$ cat src/rtl/sound_sequencer.sv
// Multi-channel event-driven tone sequencer: one-shot event strobes play fixed-pitch,
// fixed-length square or sawtooth tones on a DAC code, with priority retrigger and mute.
module sound_sequencer #(
  parameter int                           NUM_CH    = 4,
  parameter int                           DAC_WIDTH = 8,
  parameter int                           DIV_WIDTH = 16,
  parameter int                           DUR_WIDTH = 24,
  parameter logic [NUM_CH*DIV_WIDTH-1:0]  CH_DIV    = {NUM_CH{16'd25000}},
  parameter logic [NUM_CH*DUR_WIDTH-1:0]  CH_DUR    = {NUM_CH{24'd5000000}},
  parameter int                           WAVE_SAW  = 0,
  parameter logic [DAC_WIDTH-1:0]         AMPLITUDE = {DAC_WIDTH{1'b1}},
  localparam int                          AW        = (NUM_CH > 1) ? $clog2(NUM_CH) : 1
) (
  input  logic                 clk,
  input  logic                 rst,
  input  logic                 button_i,
  input  logic [NUM_CH-1:0]    event_i,
  output logic [DAC_WIDTH-1:0] soundOut,
  output logic                 busy_o,
  output logic [AW-1:0]        active_ch_o,
  output logic                 muted_o
);

  typedef enum logic {IDLE = 1'b0, PLAY = 1'b1} state_t;

  state_t                 state_q;
  logic [NUM_CH-1:0]      ev_prev_q;
  logic                   btn_prev_q;
  logic [DAC_WIDTH-1:0]   sound_q;
  logic                   busy_q;
  logic [AW-1:0]          active_q;
  logic                   muted_q;
  logic [DIV_WIDTH-1:0]   div_cnt_q;
  logic [DUR_WIDTH-1:0]   dur_cnt_q;

  logic [NUM_CH-1:0]      ev_pulse;
  logic                   btn_pulse;
  logic                   any_pulse;
  logic [AW-1:0]          winner;
  logic [DIV_WIDTH-1:0]   cur_div;
  logic [DUR_WIDTH-1:0]   cur_dur;
  logic [DIV_WIDTH-1:0]   div_last;
  logic [DUR_WIDTH-1:0]   dur_last;
  logic                   start_ok;

  assign ev_pulse  = event_i & ~ev_prev_q;
  assign btn_pulse = button_i & ~btn_prev_q;
  assign any_pulse = |ev_pulse;

  // Descending scan so the lowest-index pulsing channel is the final assignment.
  always_comb begin
    winner = '0;
    for (int i = NUM_CH - 1; i >= 0; i--) begin
      if (ev_pulse[i]) winner = AW'(i);
    end
  end

  always_comb begin
    cur_div = '0;
    cur_dur = '0;
    for (int i = 0; i < NUM_CH; i++) begin
      if (active_q == AW'(i)) begin
        cur_div = CH_DIV[i*DIV_WIDTH +: DIV_WIDTH];
        cur_dur = CH_DUR[i*DUR_WIDTH +: DUR_WIDTH];
      end
    end
  end

  // A configured value of 0 behaves like 1, so its terminal count is also 0.
  assign div_last = (cur_div == '0) ? '0 : cur_div - DIV_WIDTH'(1);
  assign dur_last = (cur_dur == '0) ? '0 : cur_dur - DUR_WIDTH'(1);

  assign start_ok = any_pulse && !muted_q && ((state_q == IDLE) || (winner <= active_q));

  always_ff @(posedge clk or posedge rst) begin
    if (rst) begin
      state_q    <= IDLE;
      ev_prev_q  <= '0;
      btn_prev_q <= 1'b0;
      sound_q    <= '0;
      busy_q     <= 1'b0;
      active_q   <= '0;
      muted_q    <= 1'b0;
      div_cnt_q  <= '0;
      dur_cnt_q  <= '0;
    end else begin
      ev_prev_q  <= event_i;
      btn_prev_q <= button_i;
      if (btn_pulse) begin
        // Mute or unmute always silences and swallows any same-cycle event.
        muted_q   <= ~muted_q;
        state_q   <= IDLE;
        busy_q    <= 1'b0;
        sound_q   <= '0;
        div_cnt_q <= '0;
        dur_cnt_q <= '0;
      end else if (start_ok) begin
        state_q   <= PLAY;
        busy_q    <= 1'b1;
        active_q  <= winner;
        div_cnt_q <= '0;
        dur_cnt_q <= '0;
        sound_q   <= (WAVE_SAW != 0) ? '0 : AMPLITUDE;
      end else if (state_q == PLAY) begin
        if (dur_cnt_q == dur_last) begin
          state_q   <= IDLE;
          busy_q    <= 1'b0;
          sound_q   <= '0;
          div_cnt_q <= '0;
          dur_cnt_q <= '0;
        end else begin
          dur_cnt_q <= dur_cnt_q + DUR_WIDTH'(1);
          if (div_cnt_q == div_last) begin
            div_cnt_q <= '0;
            if (WAVE_SAW != 0) sound_q <= sound_q + DAC_WIDTH'(1);
            else               sound_q <= (sound_q == AMPLITUDE) ? '0 : AMPLITUDE;
          end else begin
            div_cnt_q <= div_cnt_q + DIV_WIDTH'(1);
          end
        end
      end
    end
  end

  assign soundOut    = sound_q;
  assign busy_o      = busy_q;
  assign active_ch_o = active_q;
  assign muted_o     = muted_q;

endmodule

$ cat config.mk
export PLATFORM = sky130hd
export DESIGN_NAME = sound_sequencer
export DESIGN_NICKNAME = d
export VERILOG_FILES = /design/src/rtl/sound_sequencer.sv
export SDC_FILE = /design/constraint.sdc
export NUM_CORES = 1
export LEC_CHECK = 0
export ABC_AREA = 1
export ABC_CLOCK_PERIOD_IN_PS = 2100
export CAP_MARGIN = 10
export CORE_MARGIN = 3
export CORE_UTILIZATION = 58
export CTS_CLUSTER_DIAMETER = 100
export DETAILED_ROUTE_END_ITERATION = 10
export DONT_BUFFER_PORTS = 1
export PLACE_DENSITY = 0.75
export SLEW_MARGIN = 25
export SYNTH_ARGS = -nofsm -noshare
export SYNTH_HDL_FRONTEND = slang
export SYNTH_SLANG_ARGS = --single-unit
$ cat constraint.sdc
create_clock -name clk -period 2.1 [get_ports clk]
set_clock_uncertainty 0.1 [all_clocks]
set_input_delay 0.105 -clock clk [delete_from_list [all_inputs] [get_ports clk]]
set_output_delay 0.105 -clock clk [all_outputs]
set_load 0.005 [all_outputs]
# Word level (Yosys, flattened, before mapping)

Index checks and enable logic that the tools add are counted.

Register bits after elaboration: 58
Word-level logic and storage cells: 78
Output and inout bits: 12
Bits of input ports: 7

Magnitude comparators: 1
Muxes and demuxes: 37
Equal/unequal tests: 6
Bitwise gates (word level): 7
Add/subtract/negate cells: 4
Reductions and logical operators: 14

Operators by type and width:

| kind                                                                 | number |
|---|---|
| 24-bit two-way mux                                                   | 8 |
| 16-bit two-way mux                                                   | 9 |
| 8-bit two-way mux                                                    | 6 |
| 24-bit by 1-bit adder with 24-bit output, second input constant      | 1 |
| 24-bit == test                                                       | 1 |
| 24-bit logical NOT                                                   | 1 |
| 24-bit by 1-bit subtractor with 24-bit output, second input constant | 1 |
| 23-bit two-way mux                                                   | 1 |
| 16-bit by 1-bit adder with 16-bit output, second input constant      | 1 |
| 16-bit == test                                                       | 1 |
| 16-bit logical NOT                                                   | 1 |
| 16-bit by 1-bit subtractor with 16-bit output, second input constant | 1 |
| 15-bit two-way mux                                                   | 1 |
| 8-bit == test, second input constant                                 | 1 |
| 1-bit two-way mux                                                    | 8 |
| 2-bit two-way mux                                                    | 4 |
| 2-bit AND reduction                                                  | 3 |
| 3-bit nonzero test                                                   | 2 |
| 4-bit bitwise AND                                                    | 1 |
| 2-bit == test, second input constant                                 | 2 |
| 1-bit inverter                                                       | 4 |
| 4-bit inverter                                                       | 1 |
| 4-bit nonzero test                                                   | 1 |
| 4-bit OR reduction                                                   | 1 |
| 7 further kinds                                                      | 8 |

# Longest topological paths before layout

Depth in word-level cells: 13
Depth in mapped cells: 16
Gate-level depth less buffers: 15

# Worst setup path before layout

OpenSTA, ideal clock, no wires.

Path kind: register to register
Start point: register ev_prev_q[3]
End point: register dur_cnt_q[7]
Arrival time: 1.732 ns
Path buffers: 1
Cell stages (with the launch flop): 14
Slack: 0.148 ns
Required time: 1.880 ns
Period minus slack after synthesis: 1.952 ns
Library setup time: 0.120 ns
Cell sequence: dfrtp_1 inv_1 nand2_1 nand2_1 inv_1 nor2_1 ha_1 a21oi_2 nand2_2 nand3_4 nand2_4 buf_2 a21oi_1 nor2_2

Word-level cells in the longest chain between the ends: 11
Elaborated cells on any way between the ends: 14
Those cells by class: order compare (1); mux (6); bitwise (2); reduce/logical (5)

RTL lines:

| item                               | RTL line | source |
|---|---|---|
| start: declaration                 | 27       | `logic [NUM_CH-1:0] ev_prev_q;` |
| start signal: assignment           | 87       | `ev_prev_q <= event_i;` |
| 4-bit inverter (*)                 | 46       | `assign ev_pulse = event_i & ~ev_prev_q;` |
| 4-bit bitwise AND (*)              | 46       |  |
| 2-bit two-way mux (*) (4 in a row) | 54       | `if (ev_pulse[i]) winner = AW'(i);` |
| net winner[1]                      | 39       | `logic [AW-1:0] winner;` |
| 2-bit less-or-equal comparator (*) | 73       | `assign start_ok = any_pulse && !muted_q && ((state_q == IDLE) \|\| (winner <= active_q));` |
| 1-bit logical OR (*)               | 73       |  |
| 1-bit logical AND (*)              | 73       |  |
| 24-bit two-way mux                 | 97       | `end else if (start_ok) begin` |
| 24-bit two-way mux                 | 89       | `if (btn_pulse) begin` |
| end signal: assignment             | 112      | `dur_cnt_q <= dur_cnt_q + DUR_WIDTH'(1);` |
| end: declaration                   | 34       | `logic [DUR_WIDTH-1:0] dur_cnt_q;` |

Mark *: on every way through the listed nets, which the timed path passes. The rest lies on a longest branch.
A chain may end at the register's enable or synchronous reset.

# Worst setup path after layout

Start point: register ev_prev_q[2]
End point: register dur_cnt_q[16]

Word-level cells in the longest chain between the ends: 10
Elaborated cells on any way between the ends: 13
Those cells by class: order compare (1); mux (5); bitwise (2); reduce/logical (5)

RTL lines:

| item                               | RTL line |
|---|---|
| 4-bit inverter (*)                 | 46 |
| 4-bit bitwise AND (*)              | 46 |
| 2-bit two-way mux (*) (3 in a row) | 54 |
| net winner[1]                      | 39 |
| 2-bit less-or-equal comparator (*) | 73 |
| 1-bit logical OR (*)               | 73 |
| 1-bit logical AND (*)              | 73 |
| 24-bit two-way mux                 | 97 |
| 24-bit two-way mux                 | 89 |

Marks and branches as above.

==> metrics.txt <==
# TYPE chip_impl_metric gauge
chip_impl_metric{name="yosys_reg_bits",unit=""} 51
chip_impl_info{name="timing.hold.worst.class",value="input port to flop"} 1
chip_impl_metric{name="post_drt_wl_per_cell",unit="um"} 13.3
chip_impl_metric{name="synth-seq-area-share",unit=""} 0.398
chip_impl_metric{name="grt_overflow",unit=""} 0
chip_impl_metric{name="final_area",unit="um^2"} 3720
chip_impl_metric{name="routabilityCongestion",unit=""} 0.883
chip_impl_metric{name="drive_above_1_share",unit=""} 0.157
chip_impl_metric{name="drt_pre_antenna_iters",unit=""} 5
chip_impl_info{name="cp_cell_sequence",value="inv_1, nand2_2, nand2_2, inv_2, nor2_4, ha_4, inv_2, o21bai_1, nand2_2, nand3_4, nand2_8, buf_12, clkbuf_16, a21oi_1, nor2_1"} 1
chip_impl_metric{name="finalWorstPathRequiredPeriod",unit="ns"} 2.20
chip_impl_metric{name="drt_iter0_markers",unit=""} 247
chip_impl_info{name="status",value="finished with violations"} 1
chip_impl_metric{name="finalSetupViolations",unit=""} 29
chip_impl_metric{name="antenna_violations_before_repair",unit=""} 0
chip_impl_metric{name="clock_latency",unit="ns"} 0.30
chip_impl_metric{name="synth_area",unit="um^2"} 3210
chip_impl_info{name="rsz0062_at_grt",value="yes"} 1
chip_impl_metric{name="synth-warning-count",unit=""} 0
chip_impl_metric{name="clock_tree.buffer_depth",unit=""} 2
chip_impl_metric{name="synth_enable_flop_cells",unit=""} 0
chip_impl_metric{name="via_count_of_the_first_global_routing_pass",unit=""} 2595
chip_impl_metric{name="ioPinCount",unit=""} 19
chip_impl_metric{name="static-leakage-power",unit="nW"} 1.84
chip_impl_metric{name="insertedDiodeCount",unit=""} 0
chip_impl_metric{name="peakVddDrop",unit="uV"} 690
chip_impl_metric{name="combinationalPowerShare",unit=""} 0.459
chip_impl_metric{name="detail-route-antenna-nets",unit=""} 0
chip_impl_metric{name="worstPathMaxFanout",unit=""} 7
chip_impl_metric{name="die-area",unit="um^2"} 6460
chip_impl_metric{name="cpPeakStageDelay",unit="ns"} 0.38
chip_impl_metric{name="dp_cells",unit=""} 533
chip_impl_metric{name="nNetsFinal",unit=""} 502
chip_impl_metric{name="synth_cell_type_count",unit=""} 24
chip_impl_metric{name="pwr-share-clk",unit=""} 0.169
chip_impl_metric{name="number_of_buffers_inserted_by_port_buffering",unit=""} 0
chip_impl_metric{name="net_count_after_synthesis",unit=""} 486
chip_impl_info{name="post-synth-top-area-cell",value="sky130_fd_sc_hd__dfrtp_1"} 1
chip_impl_metric{name="power.sequential.fraction",unit=""} 0.371
chip_impl_info{name="ys_top_cells_by_area",value="sky130_fd_sc_hd__dfrtp_1, sky130_fd_sc_hd__nand2_1, sky130_fd_sc_hd__nor2_1, sky130_fd_sc_hd__inv_1, sky130_fd_sc_hd__nand3_1"} 1
chip_impl_metric{name="slew_of_the_pin_with_the_lowest_slew_margin",unit="ns"} 0.501
chip_impl_metric{name="routed_wirelength",unit="um"} 7490
chip_impl_metric{name="grt_pass1_wl",unit="um"} 11400
chip_impl_metric{name="clk_pin_slew",unit="ns"} 0.09
chip_impl_metric{name="layoutNonFillerInstCount",unit=""} 561
chip_impl_metric{name="sinks_on_the_clock_net",unit=""} 51
chip_impl_metric{name="drcViolationCount",unit=""} 0
chip_impl_info{name="cp-start-kind",value="flop"} 1
chip_impl_metric{name="placement_setup_slack",unit="ns"} -0.0136
chip_impl_metric{name="slew_violations",unit=""} 0
chip_impl_metric{name="chipHeight",unit="um"} 80.4
chip_impl_metric{name="max-cap-violations",unit=""} 0
chip_impl_metric{name="place_hpwl",unit="um"} 4650
chip_impl_metric{name="fin_crit_sh",unit=""} 1.05
chip_impl_metric{name="area_growth",unit="%"} 16.0
chip_impl_metric{name="cp_num_buf_inv",unit=""} 5
chip_impl_metric{name="netlist.area_leader.share",unit=""} 0.398
chip_impl_metric{name="required",unit="ns"} 2.19
chip_impl_metric{name="power_switching_share",unit=""} 0.408
chip_impl_metric{name="postPlaceCellArea",unit="um^2"} 3210
chip_impl_metric{name="detail_route.vias_per_cell",unit=""} 5.30
chip_impl_metric{name="die_width",unit="um"} 80.4
chip_impl_info{name="worst-setup-path-type",value="flop to flop"} 1
chip_impl_metric{name="maxClockFrequency",unit="MHz"} 455
chip_impl_info{name="synth_most_common_cell",value="sky130_fd_sc_hd__nand2_1"} 1
chip_impl_info{name="dominantRegCellSynth",value="sky130_fd_sc_hd__dfrtp_1"} 1
chip_impl_metric{name="h-tree-depth",unit=""} 2
chip_impl_metric{name="number_of_clock_buffers_inserted_by_tritoncts",unit=""} 5
chip_impl_info{name="top_cell_types_by_occurrence_after_synthesis",value="sky130_fd_sc_hd__nand2_1, sky130_fd_sc_hd__nor2_1, sky130_fd_sc_hd__inv_1, sky130_fd_sc_hd__dfrtp_1, sky130_fd_sc_hd__nand3_1"} 1
chip_impl_metric{name="grt_start_max_net_pins",unit=""} 28
chip_impl_info{name="critical_path.slowest_cell",value="sky130_fd_sc_hd__dfrtp_1"} 1
chip_impl_metric{name="maxSlewHeadroom",unit=""} 0.666
chip_impl_info{name="critical_path.top_delay_family",value="simple AND/OR/NAND/NOR gates"} 1
chip_impl_metric{name="track_usage",unit=""} 0.223
chip_impl_info{name="clock_tree.root_cell",value="sky130_fd_sc_hd__clkbuf_8"} 1
chip_impl_metric{name="post-route-util",unit=""} 0.711
chip_impl_info{name="violations",value="negative setup slack"} 1
chip_impl_info{name="cts_tree",value="done"} 1
chip_impl_info{name="crit_path_end_kind",value="flop"} 1
chip_impl_metric{name="postSynthAreaPerCell",unit="um^2"} 6.76
chip_impl_metric{name="postLayoutSetupSlackWorst",unit="ns"} -0.0998
chip_impl_metric{name="postSynth.asyncResetShare",unit=""} 1.00
chip_impl_metric{name="p_per_area",unit="nW/um^2"} 903
chip_impl_metric{name="placementRows",unit=""} 26
chip_impl_metric{name="initial_core_util",unit=""} 0.613
chip_impl_metric{name="power_report.internal_total",unit="mW"} 1.99
chip_impl_metric{name="cp.arrival",unit="ns"} 2.29
chip_impl_metric{name="p_switching",unit="mW"} 1.37
chip_impl_metric{name="vias",unit=""} 2971
chip_impl_metric{name="report.final.hold_viol_count",unit=""} 0
chip_impl_info{name="critPathMostFrequentCell",value="sky130_fd_sc_hd__nand2_2"} 1
chip_impl_metric{name="syn_inst",unit=""} 475
chip_impl_metric{name="core-area",unit="um^2"} 5240
==> sequential cells by signal (all words and copies together) (netlist names) <==
name / count
btn_prev_q: 1
busy_o: 1
muted_o: 1
state_q: 1
dur_cnt_q: 24
active_ch_o: 2
div_cnt_q: 16
ev_prev_q: 4
soundOut: 1
==> cells in the final DEF, fill, tap and decap left out, types with 3 or more instances in the layout <==
cell                              n
sky130_fd_sc_hd__inv_1           55
sky130_fd_sc_hd__nand4_1         13
sky130_fd_sc_hd__nand2_4          4
sky130_fd_sc_hd__xor2_1           5
sky130_fd_sc_hd__dfrtp_1         51
sky130_fd_sc_hd__nand3_1         40
sky130_fd_sc_hd__buf_12           5
sky130_fd_sc_hd__nand3b_1         3
sky130_fd_sc_hd__inv_2            6
sky130_fd_sc_hd__nor2_2           4
sky130_fd_sc_hd__a21oi_1         11
sky130_fd_sc_hd__nor2_1          83
sky130_fd_sc_hd__buf_4            7
sky130_fd_sc_hd__dlygate4sd3_1    7
sky130_fd_sc_hd__o21ai_1          3
sky130_fd_sc_hd__nand2_1        131
sky130_fd_sc_hd__a21oi_2          6
sky130_fd_sc_hd__nor3_1           5
sky130_fd_sc_hd__ha_1             3
sky130_fd_sc_hd__clkbuf_8         6
sky130_fd_sc_hd__nand2_2         20
sky130_fd_sc_hd__nand3_2          4
==> metrics by stage <==
step / TNS [ns] / total power [mW] / hold slack, ns
after floorplan: 0 / 2.13 / 0.0364
after global placement: 0 / 2.17 / -0.0655
after detailed placement: -0.0136 / 2.18 / -0.0464
after CTS: -0.0122 / 2.79 / 0.0921
after global routing: -6.84 / 3.57 / 0.112
final: -1.61 / 3.36 / 0.0742
==> worst register-to-register path, stage by stage, from the launching register on <==
cell and delay [ns]:
sky130_fd_sc_hd__dfrtp_1 0.38, sky130_fd_sc_hd__inv_1 0.07, sky130_fd_sc_hd__nand2_2 0.06, sky130_fd_sc_hd__nand2_2 0.07
sky130_fd_sc_hd__inv_2 0.05, sky130_fd_sc_hd__nor2_4 0.13, sky130_fd_sc_hd__ha_4 0.16, sky130_fd_sc_hd__inv_2 0.03
sky130_fd_sc_hd__o21bai_1 0.17, sky130_fd_sc_hd__nand2_2 0.11, sky130_fd_sc_hd__nand3_4 0.15, sky130_fd_sc_hd__nand2_8 0.09
sky130_fd_sc_hd__buf_12 0.16, sky130_fd_sc_hd__clkbuf_16 0.16, sky130_fd_sc_hd__a21oi_1 0.15, sky130_fd_sc_hd__nor2_1 0.07
==> power groups by stage <==
| stage | sequential (mW) | clock [mW] | combinational (mW) |
|---|---|---|---|
| 2_1_floorplan | 1.19 | 0 | 0.935 |
| 3_3_place_gp | 1.26 | 0 | 0.906 |
| 3_5_place_dp | 1.26 | 0 | 0.923 |
| 4_1_cts | 1.24 | 0.587 | 0.959 |
| 5_1_grt | 1.27 | 0.624 | 1.67 |
| 6_report | 1.25 | 0.570 | 1.54 |
==> area by class of cell <==
class	count	area [um^2]
flip-flops and latches	51	1280
well taps	70	87.6
repair inverters	1	7.51
multi-input cells	346	1720
clock buffers	6	82.6
repair buffers	23	299
clock inverters	1	5.00
inverters	63	243
fillers	424	1510
==> worst paths after layout <==
kind,slack (ns),depth (start not counted),from,end
worst max-delay path,-0.1,15,ev_prev_q[2],dur_cnt_q[16]
worst min-delay path,0.07,5,event_i[0],active_ch_o[1]
worst max register to register,-0.1,15,ev_prev_q[2],dur_cnt_q[16]
worst min register to register,0.42,2,busy_o,busy_o
max in group asynchronous,1.12,3,rst,active_ch_o[0]
min in group asynchronous,0.19,2,rst,dur_cnt_q[13]
==> cell families (layout without fill, tap and decap cells) <==
kind of cell / Yosys count / in the layout / synth area share
AOI/OAI and AO/OA: 25 / 25 / 0.0429
buffers and inverters: 81 / 94 / 0.122
and+or+nand+nor: 309 / 312 / 0.408
xor gates and xnor gates: 5 / 5 / 0.0136
adders and majority gates: 4 / 4 / 0.0156
DFF: 51 / 51 / 0.398
==> metal layers <==
layer	wire length (um)	vias up	GRT usage	part of all wire
li1	-	1502	-	-
met1	3360	1377	0.293	0.45
met2	3690	83	0.383	0.49
met3	326	9	0.0348	0.044
met4	114	0	0.0557	0.015
met5	0	-	0	0
==> repair_timing <==
item,4_1_cts,5_1_grt
pin swaps,1,33
buffers inserted,0,7
hold buffers,7,0
hold endpoints to repair,27,0
endpoints found under the setup margin,12,44
cloned,0,7
gates resized for setup,1,54
(Power assumes the default switching activity.)
